<file path="src/rtl/wb_pkg.sv">
// rtl/wb_pkg.sv - opcode map, FSM state and write-class decode for the write-back controller.
package wb_pkg;

  localparam logic [5:0] OP_MOV0  = 6'b000000;
  localparam logic [5:0] OP_MOV1  = 6'b000001;
  localparam logic [5:0] OP_LOAD  = 6'b000010;
  localparam logic [5:0] OP_STORE = 6'b000011;
  localparam logic [5:0] OP_ADD   = 6'b000100;
  localparam logic [5:0] OP_SUB   = 6'b000101;
  localparam logic [5:0] OP_AND   = 6'b000110;
  localparam logic [5:0] OP_MUL   = 6'b000111;
  localparam logic [5:0] OP_OR    = 6'b001000;
  localparam logic [5:0] OP_XOR   = 6'b001001;
  localparam logic [5:0] OP_NOT   = 6'b001010;
  localparam logic [5:0] OP_LSH   = 6'b001011;
  localparam logic [5:0] OP_RSH   = 6'b001100;
  localparam logic [5:0] OP_ARSH  = 6'b001101;
  localparam logic [5:0] OP_ROL   = 6'b001110;
  localparam logic [5:0] OP_ROR   = 6'b001111;
  localparam logic [5:0] OP_LRSH  = 6'b010000;

  typedef enum logic {IDLE, WR_HI} state_t;
  typedef enum logic {SRC_ALU, SRC_LOAD} src_t;

  function automatic logic op_writes(input logic [5:0] op);
    return (op <= OP_MOV1) || ((op >= OP_ADD) && (op <= OP_LRSH));
  endfunction

endpackage

</file>
<file path="src/rtl/wb_rr_arb.sv">
// rtl/wb_rr_arb.sv - two-requester round-robin arbiter (ALU vs load return) holding the last grant.
import wb_pkg::*;

module wb_rr_arb (
  input  logic clk,
  input  logic rst,
  input  logic enable,
  input  logic alu_valid,
  input  logic ld_valid,
  output logic alu_grant,
  output logic ld_grant
);

  src_t last;

  always_comb begin
    alu_grant = enable && alu_valid && (!ld_valid || (last == SRC_LOAD));
    ld_grant  = enable && ld_valid  && (!alu_valid || (last == SRC_ALU));
  end

  // Starting at LOAD lets the ALU win the first contest after reset.
  always_ff @(posedge clk) begin
    if (rst)
      last <= SRC_LOAD;
    else if (alu_grant)
      last <= SRC_ALU;
    else if (ld_grant)
      last <= SRC_LOAD;
  end

endmodule

</file>
<file path="src/rtl/wb_controller.sv">
// rtl/wb_controller.sv - register-file write-port scheduler; WB_MUL_HI_EN enables the MUL high-half second write.
import wb_pkg::*;

module wb_controller #(
  parameter int DATA_W = 16,
  parameter int REG_AW = 4
) (
  input  logic                clk,
  input  logic                rst,
  input  logic                alu_valid,
  output logic                alu_ready,
  input  logic [5:0]          alu_op,
  input  logic [REG_AW-1:0]   alu_rd,
  input  logic [2*DATA_W-1:0] alu_result,
  input  logic                ld_valid,
  output logic                ld_ready,
  input  logic [REG_AW-1:0]   ld_rd,
  input  logic [DATA_W-1:0]   ld_data,
  output logic                rf_we,
  output logic [REG_AW-1:0]   rf_waddr,
  output logic [DATA_W-1:0]   rf_wdata,
  output logic                busy,
  output logic                illegal_op
);

  state_t state;
  logic   enable;

  assign enable = (state == IDLE) && !rst;

  wb_rr_arb u_arb (
    .clk       (clk),
    .rst       (rst),
    .enable    (enable),
    .alu_valid (alu_valid),
    .ld_valid  (ld_valid),
    .alu_grant (alu_ready),
    .ld_grant  (ld_ready)
  );

`ifdef WB_MUL_HI_EN
  logic [REG_AW-1:0] hi_addr;
  logic [DATA_W-1:0] hi_data;

  always_ff @(posedge clk) begin
    if (rst) begin
      state      <= IDLE;
      rf_we      <= 1'b0;
      rf_waddr   <= '0;
      rf_wdata   <= '0;
      busy       <= 1'b0;
      illegal_op <= 1'b0;
      hi_addr    <= '0;
      hi_data    <= '0;
    end else begin
      rf_we      <= 1'b0;
      illegal_op <= 1'b0;
      busy       <= 1'b0;
      case (state)
        IDLE: begin
          if (alu_ready) begin
            if (op_writes(alu_op)) begin
              rf_we    <= 1'b1;
              rf_waddr <= alu_rd;
              rf_wdata <= alu_result[DATA_W-1:0];
            end
            illegal_op <= (alu_op > OP_LRSH);
            if (alu_op == OP_MUL) begin
              state   <= WR_HI;
              busy    <= 1'b1;
              hi_addr <= alu_rd + REG_AW'(1);
              hi_data <= alu_result[2*DATA_W-1:DATA_W];
            end
          end else if (ld_ready) begin
            rf_we    <= 1'b1;
            rf_waddr <= ld_rd;
            rf_wdata <= ld_data;
          end
        end
        WR_HI: begin
          rf_we    <= 1'b1;
          rf_waddr <= hi_addr;
          rf_wdata <= hi_data;
          state    <= IDLE;
        end
        default: state <= IDLE;
      endcase
    end
  end
`else
  // Without the high-half sequence the product's upper bits have no destination.
  logic unused_hi;

  assign unused_hi = ^alu_result[2*DATA_W-1:DATA_W];
  assign state     = IDLE;
  assign busy      = 1'b0;

  always_ff @(posedge clk) begin
    if (rst) begin
      rf_we      <= 1'b0;
      rf_waddr   <= '0;
      rf_wdata   <= '0;
      illegal_op <= 1'b0;
    end else begin
      rf_we      <= 1'b0;
      illegal_op <= 1'b0;
      if (alu_ready) begin
        if (op_writes(alu_op)) begin
          rf_we    <= 1'b1;
          rf_waddr <= alu_rd;
          rf_wdata <= alu_result[DATA_W-1:0];
        end
        illegal_op <= (alu_op > OP_LRSH);
      end else if (ld_ready) begin
        rf_we    <= 1'b1;
        rf_waddr <= ld_rd;
        rf_wdata <= ld_data;
      end
    end
  end
`endif

endmodule

</file>
<file path="config.mk">
export PLATFORM = sky130hd
export DESIGN_NAME = wb_controller
export DESIGN_NICKNAME = d
export VERILOG_FILES = /design/src/rtl/wb_pkg.sv /design/src/rtl/wb_rr_arb.sv /design/src/rtl/wb_controller.sv
export SDC_FILE = /design/constraint.sdc
export NUM_CORES = 1
export LEC_CHECK = 0
export CAP_MARGIN = 20
export CELL_PAD_IN_SITES_DETAIL_PLACEMENT = 1
export CELL_PAD_IN_SITES_GLOBAL_PLACEMENT = 2
export CORE_MARGIN = 1
export CORE_UTILIZATION = 17
export DETAILED_ROUTE_END_ITERATION = 8
export GPL_ROUTABILITY_DRIVEN = 0
export PLACE_DENSITY = 0.8
export SKIP_CTS_REPAIR_TIMING = 1
export SLEW_MARGIN = 15
export SYNTH_ARGS = -nofsm -noshare
export SYNTH_HDL_FRONTEND = slang
export SYNTH_SLANG_ARGS = --single-unit
</file>
<file path="constraint.sdc">
create_clock -name clk -period 1.85 [get_ports clk]
set_clock_uncertainty 0.05 [all_clocks]
set_input_delay 0.185 -clock clk [delete_from_list [all_inputs] [get_ports clk]]
set_output_delay 0.185 -clock clk [all_outputs]
set_load 0.005 [all_outputs]
</file>
Word-level counts from Yosys, hierarchy flattened
Index checks and enable logic that the tools add are counted.

storage, ports and cells
  register bits after elaboration = 23
  bits of input ports = 66
  output and inout bits = 25
  logic and storage cells = 37

cells by class
  order comparisons = 4
  equal/unequal tests = 1
  mux-type cells = 11
  bitwise gates (word level) = 2
  reduce and logical (&&, ||, !) cells = 14

operator list
  operator              number
  $mux W16              3
  $mux W4               3
  $ge A6 B3 Y1 const B  1
  $gt A6 B5 Y1 const B  1
  $le A6 B1 Y1 const B  1
  $le A6 B5 Y1 const B  1
  $logic_and A1 B1 Y1   5
  $mux W1               5
  $logic_not A1 Y1      3
  $logic_or A1 B1 Y1    3
  $ne A2 B1 Y1 const B  1
  $not A1 Y1            2
  $reduce_and A2 Y1     1
  $reduce_bool A2 Y1    1
  $reduce_or A2 Y1      1

Longest topological paths before layout
  word-level depth = 5
  mapped depth = 5
  depth with buffers taken out = 4

By module
A second synthesis with hierarchy kept.

second synthesis, totals
  cell total of the unflattened synthesis = 115
  area, all modules = 1231.2 sq um

modules (own cells, without submodules)
  module         instances  cells each  area an instance (sq um)  sequential area each (sq um)
  wb_controller  1          107         1172.4                    440.4
  wb_rr_arb      1          8           58.8                      20.0

Least setup slack after synthesis
OpenSTA, ideal clock, no wires.

  path type = flip-flop to flip-flop
  start = reg u_arb.last
  end = reg rf_waddr[0]
  setup time = 86 ps
  arrival time = 1181 ps
  data required time = 1714 ps
  setup slack = 533 ps
  cell stages (with the launch flop) = 6
  path buffers = 1
  period minus slack after synthesis = 1317 ps
  cells stage by stage = dfxtp_1 > nand2b_1 > nand2_1 > clkbuf_1 > a221oi_1 > a211oi_1

between the ends
  word-level cells in the longest chain between the ends = 5
  elaborated cells on any way between the ends = 9
  those cells by class = 1 x eq/ne; 1 x mux; 1 x bitwise; 6 x reduce/logical

ends and longest elaborated chain
  element                       line                  text
  from (decl)                   wb_rr_arb.sv:14       src_t last;
  from (signal assigned)        wb_rr_arb.sv:24       last <= SRC_LOAD;
  from (signal assigned)        wb_rr_arb.sv:26       last <= SRC_ALU;
  from (signal assigned)        wb_rr_arb.sv:28       last <= SRC_LOAD;
  $not A1 Y1                    wb_rr_arb.sv:18       ld_grant = enable && ld_valid && (!alu_valid || (last == SRC_ALU));
  $logic_or A1 B1 Y1            wb_rr_arb.sv:18
  $logic_and A1 B1 Y1           wb_rr_arb.sv:18
  $reduce_bool A2 Y1 (no line)  n/a
  $reduce_and A2 Y1 (no line)   n/a
  to (signal assigned)          wb_controller.sv:110  rf_waddr <= alu_rd;
  to (signal assigned)          wb_controller.sv:116  rf_waddr <= ld_rd;
  to (decl)                     wb_controller.sv:20   output logic [REG_AW-1:0] rf_waddr,

Parallel ways exist; a longest one is shown, timed or not.
A chain may end at the register's enable or synchronous reset.

Worst setup path in the final report
  start = in rst
  end = out ld_ready

between the ends
  word-level cells in the longest chain between the ends = 3

ends and longest elaborated chain
  element                           line                 text
  from (decl)                       wb_controller.sv:9   input logic rst,
  $logic_not A1 Y1                  wb_controller.sv:29  assign enable = (state == IDLE) && !rst;
  $logic_and A1 B1 Y1 (2 in a row)  wb_rr_arb.sv:18
  to (decl)                         wb_controller.sv:16  output logic ld_ready,

No other way between the ends.

==> reports/summary.md <==
The run finished with clean final reports. The number of global-route vias before repair came out at 1356. The Yosys step of the flow raised 0 warnings. The logs give 0.26 ns for the clock latency on the worst-skew pair and 0 for the initial antenna violation count. Once routing completed, OpenROAD measured the worst setup slack at 0.0643 ns.

The multi-input combinational cells in the finished layout cover a total of 583 um^2. The filler cells instantiated in the layout total 786. For the number of nets in the synthesized netlist, the log shows 203. Detailed-route DRC error count: 0. For the register area, the log shows 460 um^2. In this run the biggest area consumer among cell types represents 38.5% of the synthesized area. Hold timing on the final database bottoms out at a slack of 0.410 ns. For the final layout net count, the log shows 273. The logs give 0 for the number of slew-limit violations in the final report and 23 for the number of clock sinks. The routed design has 4.17 mm of wire. The setup violation total in the final timing report was 0; the x dimension of the die was 85.9 um. The floorplan has 30 rows. Setup repair after global routing could not meet its margin everywhere. The detail route stage leaves a number of antenna-violating nets equal to 0.

In this run, synthesis produced a sequential element count of 23. The global-route usage over all layers came out at 11.7%. For this design the static power due to leakage is 0.800 nW. The number of clock buffers added by TritonCTS is 3. The post-route total power is 1.25 mW, and the worst-case setup slack after placement is -0.0758 ns. The count of buffers added on input and output ports is 73. The number of instances in the synthesized netlist was 137. The total global routing overflow is 0, and the vertical die dimension is 85.9 um.

For the effective utilization at floorplan, the log shows 17.6%. The tools report the setup TNS as 0 ns. The die area came out at 7380 um^2. Ranked by total cell area, the synthesized netlist is headed by dfxtp_1 38%, a221oi_1 15%, a211oi_1 13%. Of the available clock period, the critical path in the final layout requires 96.5%. The share of the core filled with cells came out at 30.7%. In this run the worst hold path is classified as flip-flop to flip-flop.

TritonCTS built the clock tree. The share of final-layout standard cells stronger than drive strength 1 was 7.77%. After detailed placement, the total cell area comes to 2030 um^2. The run gives 2090 um^2 as the final instance area.

Derived from the worst setup path, the maximum achievable clock frequency is 560 MHz. The detailed-route vias per instance was 4.25; the relative area change from synthesis to final layout was 74.3%. The routed layout has 1284 vias. The repair_antennas step left the layout with diodes totalling 0. For the finished layout, the period the worst path requires is 1.79 ns.

The worst setup path is launched from an input pin. The synthesized area divided by synthesized cell count was 8.74 um^2; the power density normalized to cell area was 598 nW/um^2. The number of failing hold endpoints at the final stage was 0; the wire length of the first global-routing pass was 6.83 mm. STA puts the critical path data required time at 1.62 ns. The path type of the worst setup path is input pin to output port. In this run the deepest clock path goes through 2 buffers. For the maximum resistive drop on vdd, the log shows 202 uV. Starting DRC count in detailed routing: 51.

The logs give 0 for the number of max-cap violations and 3.06 mm for the HPWL reported at the end of detailed placement. The tools report the number of H-tree branching levels as 1. Largest area contributor in the netlist: dfxtp_1. The cell sitting at the root of the clock tree is a clkbuf_8. The post-placement cell count is 298, and the count of different cell masters after synthesis is 21. Entering global routing, the biggest net connects 23 pins. In this run the standard cell core region covers 6790 um^2. Final cell count without fillers: 302. The clock transition at the register clock pins on the worst setup and hold paths after CTS was 0.08 ns; the post-synthesis instance area was 1200 um^2.

In the final routed layout, each cell accounts on average for 13.8 um. After synthesis, flip-flops and latches occupy 38.5% of the total area. The worst-path maximum fanout works out to 3. STA classifies the critical path endpoint as an output port. Pin placement for this block handled 91 I/O pins. The tools report the critical path data arrival time as 1.55 ns. The first TritonRoute pass finished after 4 iterations.
==> sequential cells by signal, summed over array words and instances, names as in the netlist <==
register	cells
illegal_op	1
rf_waddr	4
rf_wdata	16
rf_we	1
u_arb.last	1
==> synthesized netlist by cell type <==
library cell and number:
and3_1 20, a221oi_1 20, inv_1 22, buf_4 3
or3b_1 1, o41ai_1 1, o21ai_0 1, nand4_2 1
a41o_1 1, dfxtp_1 23, conb_1 1, a211oi_1 21
nand2_1 2, clkbuf_1 9, buf_6 2, o31ai_2 1
and2_4 1, nor2_1 1, nor2b_1 1, buf_2 1
nand2b_1 4
==> power breakdown <==
part	switching [mW]	internal, mW
combinational	0.140	0.236
sequential	0.0207	0.539
clock	0.159	0.153
total	0.320	0.928
==> layout make-up <==
type	count	share of cell area, %
Tap cell	96	5.76
Sequential cell	23	22.1
Timing Repair Buffer	80	38.1
Multi-Input combinational cell	77	27.9
Inverter	22	3.96
Clock buffer	4	2.16
==> cell families (layout without fill, tap and decap cells) <==
kind of cell           after synthesis  after routing  share of synthesized area [%]
DFF                                 23             23                           38.5
AOI/OAI and AO/OA                   45             45                           30.8
buffers and inverters               37            106                           13.9
and+or+nand+nor                     31             31                           16.5
other                                1              1                          0.313
==> worst max-delay path: stages <==
cell             delay [ns]
clkdlybuf4s50_1        0.46
nand2b_1               0.17
nand2b_4               0.15
inv_1                  0.08
clkdlybuf4s50_1        0.50
==> metal layers <==
metal  global-route usage [%]  vias up  share of wire, %
li1                         -      645                 -
met1                     14.1      606                43
met2                     21.2       29                52
met3                     1.64        4               2.9
met4                     3.79        0               1.5
met5                        0        -                 0
==> cell usage in the layout (no fill, tap or decap), types with 2 or more instances in the layout <==
cell type        count
nand2b_1             2
a221oi_1            20
clkdlybuf4s50_1     73
inv_1               22
dfxtp_1             23
and3_1              20
clkbuf_8             3
buf_4                6
a211oi_1            21
nand2_1              2
==> worst paths after layout <==
check,startpoint,to,slack [ns],cells after the start
setup reg to reg,u_arb.last$_SDFFE_PP1P_,rf_wdata[5]$_SDFFE_PP0P_,0.39,5
setup / recovery,rst,ld_ready,0.06,5
hold reg to reg,rf_waddr[3]$_SDFFE_PP0P_,rf_waddr[3]$_SDFFE_PP0P_,0.41,2
hold / removal,rf_waddr[3]$_SDFFE_PP0P_,rf_waddr[3]$_SDFFE_PP0P_,0.41,2
Power figures use the tool's default switching activity.
